<file path="src/rtl/hazard_ctrl.sv">
// hazard_ctrl: load-use / branch-flush / memory-freeze sequencing and ALU operand
// forwarding for the 5-stage MIPS pipeline. Define HAZARD_FWD_EN to enable forwarding.
module hazard_ctrl #(
  parameter int CNT_W = 16
) (
  input  logic             clk,
  input  logic             rst_n,
  input  logic [4:0]       idRs,
  input  logic [4:0]       idRt,
  input  logic             idUsesRt,
  input  logic [4:0]       exRd,
  input  logic             exWe,
  input  logic             exIsLoad,
  input  logic [4:0]       meRd,
  input  logic             meWe,
  input  logic             meTaken,
  input  logic [4:0]       wbRd,
  input  logic             wbWe,
  input  logic             memBusy,
  output logic             pcEn,
  output logic             ifidEn,
  output logic             idexEn,
  output logic             exmeEn,
  output logic             mewbEn,
  output logic             ifidBubble,
  output logic             idexBubble,
  output logic             exmeBubble,
  output logic             mewbBubble,
  output logic             pcRedirect,
  output logic [1:0]       fwdA,
  output logic [1:0]       fwdB,
  output logic [CNT_W-1:0] stallCnt
);

  typedef enum logic [1:0] {
    RUN     = 2'd0,
    LDSTALL = 2'd1,
    FREEZE  = 2'd2
  } state_t;

  state_t           state_q, state_d;
  logic [CNT_W-1:0] stall_cnt_q, stall_cnt_d;
  logic             ex_valid, me_valid;
  logic             rs_ex_hit, rt_ex_hit;
  logic             raw_match, load_use;

  always_comb begin
    ex_valid  = exWe && (exRd != 5'd0);
    me_valid  = meWe && (meRd != 5'd0);
    rs_ex_hit = ex_valid && (exRd == idRs);
    rt_ex_hit = ex_valid && idUsesRt && (exRd == idRt);
  end

`ifdef HAZARD_FWD_EN
  logic wb_valid;

  // ALU results reach the reader through the bypass muxes; only a load is too late.
  always_comb begin
    wb_valid  = wbWe && (wbRd != 5'd0);
    raw_match = exIsLoad && (rs_ex_hit || rt_ex_hit);
  end

  always_comb begin
    fwdA = 2'd0;
    fwdB = 2'd0;
    if (rst_n) begin
      if (me_valid && (meRd == idRs))      fwdA = 2'd1;
      else if (wb_valid && (wbRd == idRs)) fwdA = 2'd2;
      if (me_valid && (meRd == idRt))      fwdB = 2'd1;
      else if (wb_valid && (wbRd == idRt)) fwdB = 2'd2;
    end
  end
`else
  logic rs_me_hit, rt_me_hit;
  logic unused_no_fwd;

  // No bypass: a producer still in EX or ME blocks the reader. WB writes before ID reads.
  always_comb begin
    rs_me_hit = me_valid && (meRd == idRs);
    rt_me_hit = me_valid && idUsesRt && (meRd == idRt);
    raw_match = rs_ex_hit || rt_ex_hit || rs_me_hit || rt_me_hit;
    fwdA      = 2'd0;
    fwdB      = 2'd0;
  end

  assign unused_no_fwd = ^{exIsLoad, wbRd, wbWe};
`endif

  always_comb begin
    load_use = raw_match;
    if (state_q == LDSTALL) begin
`ifdef HAZARD_FWD_EN
      // ID/EX holds the bubble we just inserted, so the stall never repeats.
      load_use = 1'b0;
`endif
    end
  end

  always_comb begin
    pcEn       = 1'b1;
    ifidEn     = 1'b1;
    idexEn     = 1'b1;
    exmeEn     = 1'b1;
    mewbEn     = 1'b1;
    ifidBubble = 1'b0;
    idexBubble = 1'b0;
    exmeBubble = 1'b0;
    mewbBubble = 1'b0;
    pcRedirect = 1'b0;
    if (!rst_n) begin
      pcEn       = 1'b0;
      ifidBubble = 1'b1;
      idexBubble = 1'b1;
      exmeBubble = 1'b1;
      mewbBubble = 1'b1;
    end else if (memBusy) begin
      pcEn   = 1'b0;
      ifidEn = 1'b0;
      idexEn = 1'b0;
      exmeEn = 1'b0;
      mewbEn = 1'b0;
    end else if (meTaken) begin
      pcRedirect = 1'b1;
      ifidBubble = 1'b1;
      idexBubble = 1'b1;
      exmeBubble = 1'b1;
    end else if (load_use) begin
      pcEn       = 1'b0;
      ifidEn     = 1'b0;
      idexBubble = 1'b1;
    end
  end

  always_comb begin
    state_d = RUN;
    if (memBusy)       state_d = FREEZE;
    else if (meTaken)  state_d = RUN;
    else if (load_use) state_d = LDSTALL;

    stall_cnt_d = stall_cnt_q;
    if (!pcEn && (stall_cnt_q != {CNT_W{1'b1}}))
      stall_cnt_d = stall_cnt_q + CNT_W'(1);
  end

  always_ff @(posedge clk) begin
    if (!rst_n) begin
      state_q     <= RUN;
      stall_cnt_q <= '0;
    end else begin
      state_q     <= state_d;
      stall_cnt_q <= stall_cnt_d;
    end
  end

  assign stallCnt = stall_cnt_q;

endmodule

</file>
<file path="config.mk">
export PLATFORM = sky130hd
export DESIGN_NAME = hazard_ctrl
export DESIGN_NICKNAME = d
export VERILOG_FILES = /design/src/rtl/hazard_ctrl.sv
export SDC_FILE = /design/constraint.sdc
export NUM_CORES = 1
export LEC_CHECK = 0
export BUFFER_PORTS_ARGS = -buffer_cell sky130_fd_sc_hd__buf_2
export CAP_MARGIN = 20
export CORE_UTILIZATION = 25
export CTS_CLUSTER_DIAMETER = 40
export DETAILED_ROUTE_END_ITERATION = 8
export GPL_ROUTABILITY_DRIVEN = 0
export GPL_TIMING_DRIVEN = 0
export PLACE_DENSITY_LB_ADDON = 0.25
export SLEW_MARGIN = 30
export SYNTH_ARGS = -nofsm -noshare
export SYNTH_HDL_FRONTEND = slang
export SYNTH_SLANG_ARGS = --single-unit
</file>
<file path="constraint.sdc">
create_clock -name clk -period 4.6 [get_ports clk]
set_input_delay 0.92 -clock clk [delete_from_list [all_inputs] [get_ports clk]]
set_output_delay 0.92 -clock clk [all_outputs]
set_load 0.005 [all_outputs]
</file>
==> impl_metrics.py <==
metrics = {
    "finish": {
        "seq_area_um2": 320,
        "final_common_cell": "buf_2",
        "multi_input_area_um2": 830,
        "largest_reg_flops": 16,
        "drive_above_1_share": 0.360,
        "area_delta_synth_final_pct": 32.5,
        "antenna_cells": 0,
        "nFillCells": 517,
        "layout_common_cells": "buf_2, xnor2_1, nand2_1, dfxtp_1, nand4_1",
        "nets": 248,
        "post-route-util": 0.343,
    },
    "synthesis": {
        "synth_area_um2": 1220,
        "ys.flop_type": "dfxtp_1",
        "synth_top_family_by_area": "simple AND/OR/NAND/NOR gates",
        "synthAdderAreaFrac": 0.0102,
        "yosysSeqAreaShare": 0.262,
        "ys.warnings.count": 0,
        "synth-simple-area-share": 0.323,
        "synth_area_per_cell_um2": 7.98,
        "synth-edff-count": 0,
        "ys_ff_latch": 16,
        "synthTopCellsByArea": "dfxtp_1, xnor2_1, nand2_1, nand4_1, buf_4",
        "synth_xor_area_frac": 0.165,
        "synth_top_area_cell": "dfxtp_1",
        "synth_cell_types": 44,
        "synth.top_cell.area_share": 0.262,
        "synth_mux_area_frac": 0.0246,
        "async_flop_share": 0,
        "synth_compound_area_frac": 0.144,
        "synth_cells": 153,
    },
    "setup_path": {
        "crit_type": "in2out",
        "critPathSlowestCell": "or4_1",
        "r2r-start": "stallCnt[3]",
        "critPathMaxFanout": 4,
        "start_kind": "input pin",
        "cpPeakStageDelay_ps": 530,
        "worstRegToRegCells": 8,
        "startpoint": "meRd[1]",
        "rrSetupSlack_ps": 2320,
        "worstPathRequired_ps": 3680,
        "path_cells": "buf_2 > or4_1 > o21a_1 > a32oi_1 > o21bai_1 > nor2_1 > buf_2",
        "arrival_ps": 2420,
        "end_kind": "primary output",
        "crit_top_cell": "buf_2",
        "r2r_end": "stallCnt[3]",
    },
    "power_and_ir_drop": {
        "swShare": 0.274,
        "power.leakage_nw": 0.695,
        "p_clk_frac": 0.329,
        "p_seq_frac": 0.440,
        "irDropWorstVdd_uv": 86.4,
        "power_density_nw_per_um2": 201,
        "internal_power_uw": 236,
        "power.net_switching_uw": 89.1,
        "pwr-share-comb": 0.230,
    },
    "route": {
        "vias": 1279,
        "drc": 0,
        "wl_per_cell_um": 11.7,
        "ant_nets": 0,
        "viasPerCell": 4.60,
        "firstDrtPassIters": 4,
        "drt_wl_total_um": 3250,
        "drt_iter0_markers": 77,
    },
    "cts": {
        "cts_num_sinks": 16,
        "cts-root-buf": "clkbuf_8",
        "htree_levels": 1,
        "cts_buffer_depth": 2,
        "cts_tree": "yes",
        "cts_resized": 0,
        "cts_made_buffers": 3,
        "clkTransAtPathRegs_ps": 60,
        "cts_setup_buffers": 0,
        "ctsHoldBuffers": 0,
        "insertion_delay_ps": 250,
    },
    "hold_path": {
        "hp-class": "reg2reg",
        "hold_depth": 2,
        "min_to": "stallCnt[10]",
        "hp-start": "stallCnt[10]",
    },
    "status": {
        "status": "completed",
    },
    "timing": {
        "max_slew_margin": 0.658,
        "rsz0062_at_grt": "no",
        "clock.fmax_ghz": 0.299,
        "drv_slew": 0,
        "setup-violations-final": 0,
        "fin_skew_ps": 1.28,
        "tightestPinTransition_ps": 513,
        "setup_tns_ps": 0,
        "finalCritPeriodShare": 0.727,
        "period_minus_slack_ps": 3340,
        "hold_violations": 0,
    },
    "global_route": {
        "grt_use_total": 0.127,
        "antenna_found_initial": 0,
        "grt_max_degree": 11,
        "grt_pass1_wl_um": 5300,
        "grt_overflow_total": 0,
        "grt_pass1_vias": 1169,
    },
    "floorplanning": {
        "core-area_um2": 4720,
        "dieArea_um2": 5170,
        "die_height_um": 71.9,
        "rows": 25,
        "start_util": 0.259,
        "dieWidth_um": 71.9,
        "ios": 64,
    },
    "flow_run": {
        "drv_cap": 0,
    },
    "placed_design": {
        "port_buffers": 52,
        "dp_hpwl_um": 2580,
    },
}
[worst max path at each step]
stage / endpoint / slack, ps / depth (start not counted)
global placement: pcEn / 1230 / 7
floorplan: pcEn / 1650 / 5
detailed placement: pcEn / 1260 / 7
global route: pcEn / 1150 / 7
finish: pcEn / 1260 / 7
CTS: pcEn / 1250 / 7
[worst max-delay path: cells and delay by family]
kind,cells,cell delay (ps)
AND/OR/NAND/NOR,2,630
buffers and inverters,2,240
AO/OA/AOI/OAI,3,620
[per-stage QoR]
step	setup WS (ps)	hold WS (ps)	power, mW	area (um^2)	instances
6_report	1260	482	0.326	1620	278
5_1_grt	1150	508	0.342	1620	278
4_1_cts	1250	489	0.328	1620	278
3_5_place_dp	1260	478	0.222	1580	275
3_3_place_gp	1230	474	0.222	1580	275
2_1_floorplan	1650	474	0.189	1230	156
[cells in the mapped netlist (2+ instances only)]
| cell | number |
|---|---|
| a21oi_1 | 9 |
| and3_1 | 4 |
| and4_2 | 2 |
| buf_1 | 2 |
| buf_4 | 7 |
| dfxtp_1 | 16 |
| inv_1 | 2 |
| mux2i_1 | 3 |
| nand2_1 | 18 |
| nand2b_1 | 4 |
| nand3_1 | 4 |
| nand4_1 | 10 |
| nand4b_1 | 3 |
| nor2_1 | 7 |
| o21a_1 | 2 |
| o21ai_0 | 2 |
| o21ai_1 | 6 |
| o21bai_1 | 2 |
| o22ai_1 | 2 |
| or3_2 | 3 |
| xnor2_1 | 22 |
[kinds of logic after synthesis]
family,after synthesis
and+or+nand+nor,67
xor gates and xnor gates,23
DFF,16
other,1
buffers and inverters,13
adders and majority gates,1
muxes,3
AOI/OAI and AO/OA,29
[cell type report]
cell class	count	area share
Buffer	11	0.0464
Timing Repair Buffer	52	0.161
Clock buffer	3	0.0255
Inverter	2	0.00464
Multi-Input combinational cell	127	0.513
Sequential cell	16	0.198
Tap cell	67	0.0518
[layer usage]
layer / GRT usage / share of wire / wire, um / vias up
met1: 0.166 / 0.49 / 1590 / 589
met5: 0 / 0 / 0 / -
li1: - / - / - / 657
met4: 0.0261 / 0.0071 / 23 / 0
met3: 0.0139 / 0.037 / 119 / 2
met2: 0.225 / 0.47 / 1520 / 31
[power by group through the flow]
stage	Combinational [mW]	Sequential [mW]	Clock (mW)
after floorplan	0.0431	0.146	0
after global placement	0.0755	0.146	0
after detailed placement	0.0756	0.147	0
after CTS	0.0759	0.144	0.109
after global routing	0.0832	0.144	0.115
final	0.0750	0.143	0.107
Power figures use the tool's default switching activity.
